<file path="src/rtl/noc_req_arbiter.sv">
// Round-robin injection arbiter: one request slot per ant, per-ant credit limit, single NoC request port.
// Optional NOC_ARB_STALL_CNT_EN adds a saturating backpressure stall counter output.
module noc_req_arbiter #(
    parameter int unsigned MAX_OUT = 4
) (
    input  logic        clk,
    input  logic        reset,
    input  logic [3:0]  req_valid,
    input  logic [23:0] req_page,
    output logic [3:0]  req_ready,
    output logic        pkt_valid,
    output logic [11:0] pkt_data,
    input  logic        pkt_ready,
    input  logic        resp_valid,
    input  logic [1:0]  resp_src,
    output logic        err_ovf
`ifdef NOC_ARB_STALL_CNT_EN
    ,
    output logic [15:0] stall_cnt
`endif
);

    localparam int unsigned N_REQ  = 4;
    localparam int unsigned PAGE_W = 6;
    localparam int unsigned REQ_W  = 12;
    localparam int unsigned CNT_W  = 3;
    localparam int unsigned IDX_W  = 2;
    localparam logic [CNT_W-1:0] MAX_OUT_C = CNT_W'(MAX_OUT);

    typedef enum logic {
        OST_IDLE,
        OST_VALID
    } ost_e;

    ost_e              ost_q, ost_d;
    logic [N_REQ-1:0]  slot_full_q, slot_full_d;
    logic [PAGE_W-1:0] slot_page_q [N_REQ];
    logic [CNT_W-1:0]  out_cnt_q [N_REQ];
    logic [CNT_W-1:0]  out_cnt_d [N_REQ];
    logic [IDX_W-1:0]  rr_q, rr_d, win;
    logic [N_REQ-1:0]  accept, grant, eligible, ret;
    logic              found;
    logic              ovf_c;
    logic [REQ_W-1:0]  pkt_data_d;

    assign pkt_valid = (ost_q == OST_VALID);

    // A slot competes only while it holds a request and its ant has credit left
    always_comb begin
        accept   = req_valid & req_ready;
        eligible = '0;
        for (int i = 0; i < N_REQ; i++) begin
            eligible[i] = slot_full_q[i] && (out_cnt_q[i] < MAX_OUT_C);
        end
    end

    // Output stage: re-arbitrate when empty or when the held packet is taken
    always_comb begin
        ost_d      = ost_q;
        rr_d       = rr_q;
        pkt_data_d = pkt_data;
        grant      = '0;
        win        = '0;
        found      = 1'b0;
        if (ost_q == OST_IDLE || pkt_ready) begin
            for (int k = 0; k < N_REQ; k++) begin
                if (!found && eligible[IDX_W'(rr_q + IDX_W'(k))]) begin
                    found = 1'b1;
                    win   = IDX_W'(rr_q + IDX_W'(k));
                end
            end
            if (found) begin
                grant[win] = 1'b1;
                pkt_data_d = {2'b00, win, slot_page_q[win][PAGE_W-1 -: 2], slot_page_q[win]};
                ost_d      = OST_VALID;
                rr_d       = IDX_W'(win + 2'd1);
            end else begin
                ost_d = OST_IDLE;
            end
        end
    end

    // Slot occupancy and credit bookkeeping; a return against zero outstanding is dropped
    always_comb begin
        slot_full_d = (slot_full_q & ~grant) | accept;
        ovf_c       = resp_valid && (out_cnt_q[resp_src] == '0);
        ret         = '0;
        for (int i = 0; i < N_REQ; i++) begin
            ret[i]       = resp_valid && (resp_src == IDX_W'(i)) && (out_cnt_q[i] != '0);
            out_cnt_d[i] = out_cnt_q[i] + CNT_W'(grant[i]) - CNT_W'(ret[i]);
        end
    end

    always_ff @(posedge clk or negedge reset) begin
        if (!reset) begin
            ost_q       <= OST_IDLE;
            rr_q        <= '0;
            pkt_data    <= '0;
            slot_full_q <= '0;
            req_ready   <= '0;
            err_ovf     <= 1'b0;
            for (int i = 0; i < N_REQ; i++) begin
                out_cnt_q[i]   <= '0;
                slot_page_q[i] <= '0;
            end
        end else begin
            ost_q       <= ost_d;
            rr_q        <= rr_d;
            pkt_data    <= pkt_data_d;
            slot_full_q <= slot_full_d;
            req_ready   <= ~slot_full_d;
            err_ovf     <= err_ovf | ovf_c;
            for (int i = 0; i < N_REQ; i++) begin
                out_cnt_q[i] <= out_cnt_d[i];
                if (accept[i]) begin
                    slot_page_q[i] <= req_page[PAGE_W*i +: PAGE_W];
                end
            end
        end
    end

`ifdef NOC_ARB_STALL_CNT_EN
    // Saturating count of cycles the router holds off a valid packet
    always_ff @(posedge clk or negedge reset) begin
        if (!reset) begin
            stall_cnt <= '0;
        end else if (pkt_valid && !pkt_ready && stall_cnt != 16'hFFFF) begin
            stall_cnt <= stall_cnt + 16'd1;
        end
    end
`endif

endmodule

</file>
<file path="config.mk">
export PLATFORM = sky130hd
export DESIGN_NAME = noc_req_arbiter
export DESIGN_NICKNAME = d
export VERILOG_FILES = /design/src/rtl/noc_req_arbiter.sv
export SDC_FILE = /design/constraint.sdc
export NUM_CORES = 1
export LEC_CHECK = 0
export ABC_AREA = 1
export BUFFER_PORTS_ARGS = -buffer_cell sky130_fd_sc_hd__buf_2
export CORE_UTILIZATION = 41
export DETAILED_ROUTE_END_ITERATION = 10
export PLACE_DENSITY_LB_ADDON = 0.15
export REMOVE_ABC_BUFFERS = 1
export SYNTH_ARGS = -nofsm -noshare
export SYNTH_HDL_FRONTEND = slang
export SYNTH_SLANG_ARGS = --single-unit
</file>
<file path="constraint.sdc">
create_clock -name clk -period 3 [get_ports clk]
set_input_delay 0.6 -clock clk [delete_from_list [all_inputs] [get_ports clk]]
set_output_delay 0.6 -clock clk [all_outputs]
set_load 0.05 [all_outputs]
</file>
# --- After elaboration in Yosys (flattened, before gate mapping) ---
# Cells that the tools add are included.
op_classes:
  n_addsub: 12
  magnitude_cmp: 12
  eq_ne: 3
  muxes: 32
  bitwise: 9
  reduce_logical: 28
ops:
  columns: ["op", "count"]
  rows:
  - ["1-bit logical AND", 17]
  - ["2-bit by 3-bit less-than comparator with 1-bit output (second input constant)", 5]
  - ["1-bit two-way mux", 14]
  - ["3-bit by 1-bit adder with 3-bit output", 4]
  - ["6-bit binary-select mux with 2-bit select", 1]
  - ["3-bit less-than comparator (second input constant)", 4]
  - ["6-bit two-way mux", 2]
  - ["3-bit nonzero test", 4]
  - ["3-bit by 1-bit subtractor with 3-bit output", 4]
  - ["2-bit two-way mux", 5]
  - ["4-bit bitwise AND", 2]
  - ["1-bit binary-select mux with 2-bit select", 4]
  - ["4-bit two-way mux", 2]
  - ["4-bit inverter", 2]
  - ["3-bit binary-select mux with 2-bit select", 1]
  - ["3-bit greater-or-equal comparator (second input constant)", 2]
  - ["3-bit two-way mux", 2]
  - ["2-bit inverter with 3-bit output", 2]
  - ["2-bit by 1-bit adder with 2-bit output (second input constant)", 2]
  - ["2-bit adder (second input constant)", 2]
  - ["2-bit equality test (second input constant)", 2]
  - ["4-bit bitwise OR", 1]
  - ["1-bit logical NOT", 3]
  - ["3-bit logical NOT", 1]
  - ["other kinds (8)", 8]
word_totals:
  regBits: 58
  input_bits: 34
  out_inout_bits: 18

# --- Logic depth before layout (Yosys ltp) ---
logic_depth:
  ltp_word: 28
  depth_mapped: 20
  mapped_depth_nobuf: 19

# --- Worst setup path after synthesis ---
# OpenSTA, ideal clock, no wires.
synth_path:
  kind: "reg2reg"
  startpoint: "register rr_q[0]"
  endpoint: "register out_cnt_q[5] (netlist name)"
  setup_ns: 0.129
  t_arrival_ns: 2.526
  path_slack_ns: 0.345
  path_stages_with_launch: 21
  path_cell_list: "dfrtp_1 buf_6 inv_4 nand3_1 nand2_1 nand2_1 nand2_1 nor2_1 nor2_1 nand2_2 nand2_2 inv_2 nor2_4 nand2_2 ha_1 inv_1 ha_1 inv_1 fa_1 xnor2_1 xor2_1"
synth_rtl:
  columns: ["element", "line_no", "text"]
  rows:
  - ["start, declared", "40", "logic [IDX_W-1:0] rr_q, rr_d, win;"]
  - ["start signal, assigned", "108", "rr_q <= rr_d;"]
  - ["end signal, assigned by index", "114", "out_cnt_q[i] <= out_cnt_d[i];"]
  - ["end, declared", "38", "logic [CNT_W-1:0] out_cnt_q [N_REQ];"]

==> results.sh <==
export IMPL_cpPeakStageDelay_ns=0.44
export IMPL_synth_yosys_seq_area_share_pct=49.5
export IMPL_crit_path_start_kind="flip-flop"
export IMPL_final_hold_viol_count=0
export IMPL_fmax_mhz=353
export IMPL_worstPathCellList="buf_4 -> nand2_1 -> nand2_2 -> nand3_2 -> nand2_4 -> nand3_2 -> o21ai_2 -> nor2_4 -> nand2_1 -> ha_1 -> inv_1 -> ha_1 -> inv_1 -> fa_1 -> xnor2_1 -> xor2_1"
export IMPL_grt_start_max_net_pins=32
export IMPL_finalCriticalPeriod_ns=2.83
export IMPL_worst_path_max_delay_cell="dfrtp_2"
export IMPL_synth_cell_types=34
export IMPL_rows=29
export IMPL_avgViaCountPerCell=4.73
export IMPL_path_clk_slew_ns=0.10
export IMPL_synth_top_area_cell="dfrtp_1"
export IMPL_synth_top_area_share_pct=49.5
export IMPL_status="finished, final reports clean"
export IMPL_critPathTopFamily="adder cells"
export IMPL_grt_pass1_wl_mm=9.63
export IMPL_io_buffers=49
export IMPL_post_drt_wl_per_cell_um=12.9
export IMPL_cts_tree="yes"
export IMPL_vias=2109
export IMPL_final_max_slew_violation_count=0
export IMPL_synth_area_leaders="dfrtp_1 49%, nand2_1 8.2%, inv_1 5.2%, nand3_1 5.1%, ha_1 3.5%"
export IMPL_fin_crit_sh_pct=94.5
export IMPL_critPathBufInv=3
export IMPL_synth_cells=311
export IMPL_synth_edf_count=0
export IMPL_hp_class="in -> async"
export IMPL_grt_pass1_vias=1987
export IMPL_antenna_found_initial=0
export IMPL_crit_fanout=6
export IMPL_crit_type="reg -> reg"
export IMPL_die_area_um2=7240
export IMPL_cts_buffers=5
export IMPL_pre_cts_ws_ns=-0.00121
export IMPL_grt_usage_pct=17.0
export IMPL_cap_violations=0
export IMPL_cts_sinks=56
export IMPL_ctsHtreeMaxLevel=2
export IMPL_drt_initial_drc_count=61
export IMPL_synth_async_reset_ratio_pct=100
export IMPL_first_pass_iters=4
export IMPL_rsz0062_at_grt="true"
export IMPL_setup_viol=0
export IMPL_netlist_area_um2=2830
export IMPL_ff2ff_setup_slack_ns=0.17
export IMPL_final_nets=414
export IMPL_cts_root_buffer_cell="clkbuf_8"
export IMPL_relSlewSlack_pct=60.2
export IMPL_routed_wl_mm=5.76
export IMPL_die_h_um=85.1
export IMPL_core_um2=6490
export IMPL_drive_gt1_share_pct=28.5
export IMPL_synth_most_common_cell="nand2_1"
export IMPL_holdWs_ns=0.284
export IMPL_ant_nets=0
export IMPL_worstSkewPairLatency_ns=0.31
export IMPL_worst_setup_path_end_kind="flip-flop"
export IMPL_area_delta_synth_final_pct=17.5
export IMPL_ios=52
export IMPL_drc=0
export IMPL_initial_core_util_pct=43.6
export IMPL_finClkSkew_ns=0.0108
export IMPL_ctsHoldBuffers=0
export IMPL_num_antenna_cells=0
export IMPL_worst_pin_slew_ns=0.597
export IMPL_yosysWarnings=0
export IMPL_place_congestion=0.798
export IMPL_fin_ws_ns=0.165
export IMPL_synth_area_per_cell_um2=9.10
export IMPL_cp_arrival_ns=3.07
export IMPL_synth_seq_cells=56
export IMPL_synth_ff_type="dfrtp_1"
export IMPL_gr_total_overflow=0
export IMPL_die_w_um=85.1
export IMPL_dp_hpwl_mm=4.43
export IMPL_synth_commonest_cells="62 x nand2_1, 56 x dfrtp_1, 39 x inv_1"
export IMPL_critPathRequiredTime_ns=3.23
export IMPL_cts_buffer_depth=2
==> cell type report <==
type	count	area, um^2
multi-input combinational	201	1210
tap	77	96.3
timing repair buffer	59	333
clock buffer	6	72.6
fill	625	3170
clock inverter	2	38.8
sequential	56	1410
inverter	45	174
==> registers in the layout, summed over array words and instances, names as in the netlist <==
| signal | cells |
|---|---|
| slot_page_q | 24 |
| pkt_data | 8 |
| pkt_valid | 1 |
| req_ready | 4 |
| slot_full_q | 4 |
| out_cnt_q | 12 |
| rr_q | 2 |
| err_ovf | 1 |
==> cell usage in the layout, fill, tap and decap left out, types with 6 or more instances in the layout <==
master and n:
nand3_1 29, dfrtp_1 53, inv_1 37, nand2_1 62
buf_2 49, nor2_1 26, mux2_2 8, a21oi_1 16
nand2_2 6, buf_4 9, inv_2 6, ha_1 8
==> cells by family after synthesis <==
family	after synthesis	synth area share, %
xor gates and xnor gates	8	2.47
other	1	0.132
DFF	56	49.5
AOI/OAI and AO/OA	28	6.14
and+or+nand+nor	143	23.6
muxes	8	3.18
buffers and inverters	55	8.57
adders and majority gates	12	6.36
==> through the flow <==
| step | util [%] | setup TNS (ns) | area [um^2] | std cells |
|---|---|---|---|---|
| global route | 51.2 | -0.0569 | 3330 | 446 |
| detailed placement | 48.7 | -0.00121 | 3160 | 434 |
| CTS | 50.4 | 0 | 3270 | 442 |
| floorplan | - | 0 | 2760 | 302 |
| finish | 51.2 | 0 | 3330 | 446 |
| global placement | 48.7 | 0 | 3160 | 434 |
==> what timing repair did <==
item | 4_1_cts | 5_1_grt
endpoints found under the setup margin | 0 | 4
setup buffers | 0 | 4
gates resized for setup | 0 | 11
==> worst paths after layout <==
kind,from,endpoint,cells past startpoint
min in group clk,err_ovf,err_ovf,1
setup reg to reg,rr_q[0],out_cnt_q[2],16
hold / removal,reset,slot_page_q[22],1
hold reg to reg,err_ovf,err_ovf,1
setup / recovery,rr_q[0],out_cnt_q[2],16
max in group asynchronous,reset,rr_q[0],2
==> worst register-to-register path, delay by kind of cell, from the launching register on <==
family,cells,cell delay (ns)
AO/OA/AOI/OAI,1,0.34
XOR/XNOR,2,0.36
adder cells (fa/ha/maj),3,0.73
buffers and inverters,3,0.26
flip-flops,1,0.44
AND/OR/NAND/NOR,7,0.62
==> metal layers <==
layer	part of all wire [%]	routed length, um	up-vias	global-route usage, %
met2	45	2590	45	26.0
met1	51	2960	969	25.1
met5	0	0	-	0
met4	0.24	14	0	4.16
li1	-	-	1093	-
met3	3.5	200	2	3.21
Power is not shown: default switching activity piles up to over one toggle a cycle in this logic, so the estimate is an artifact.
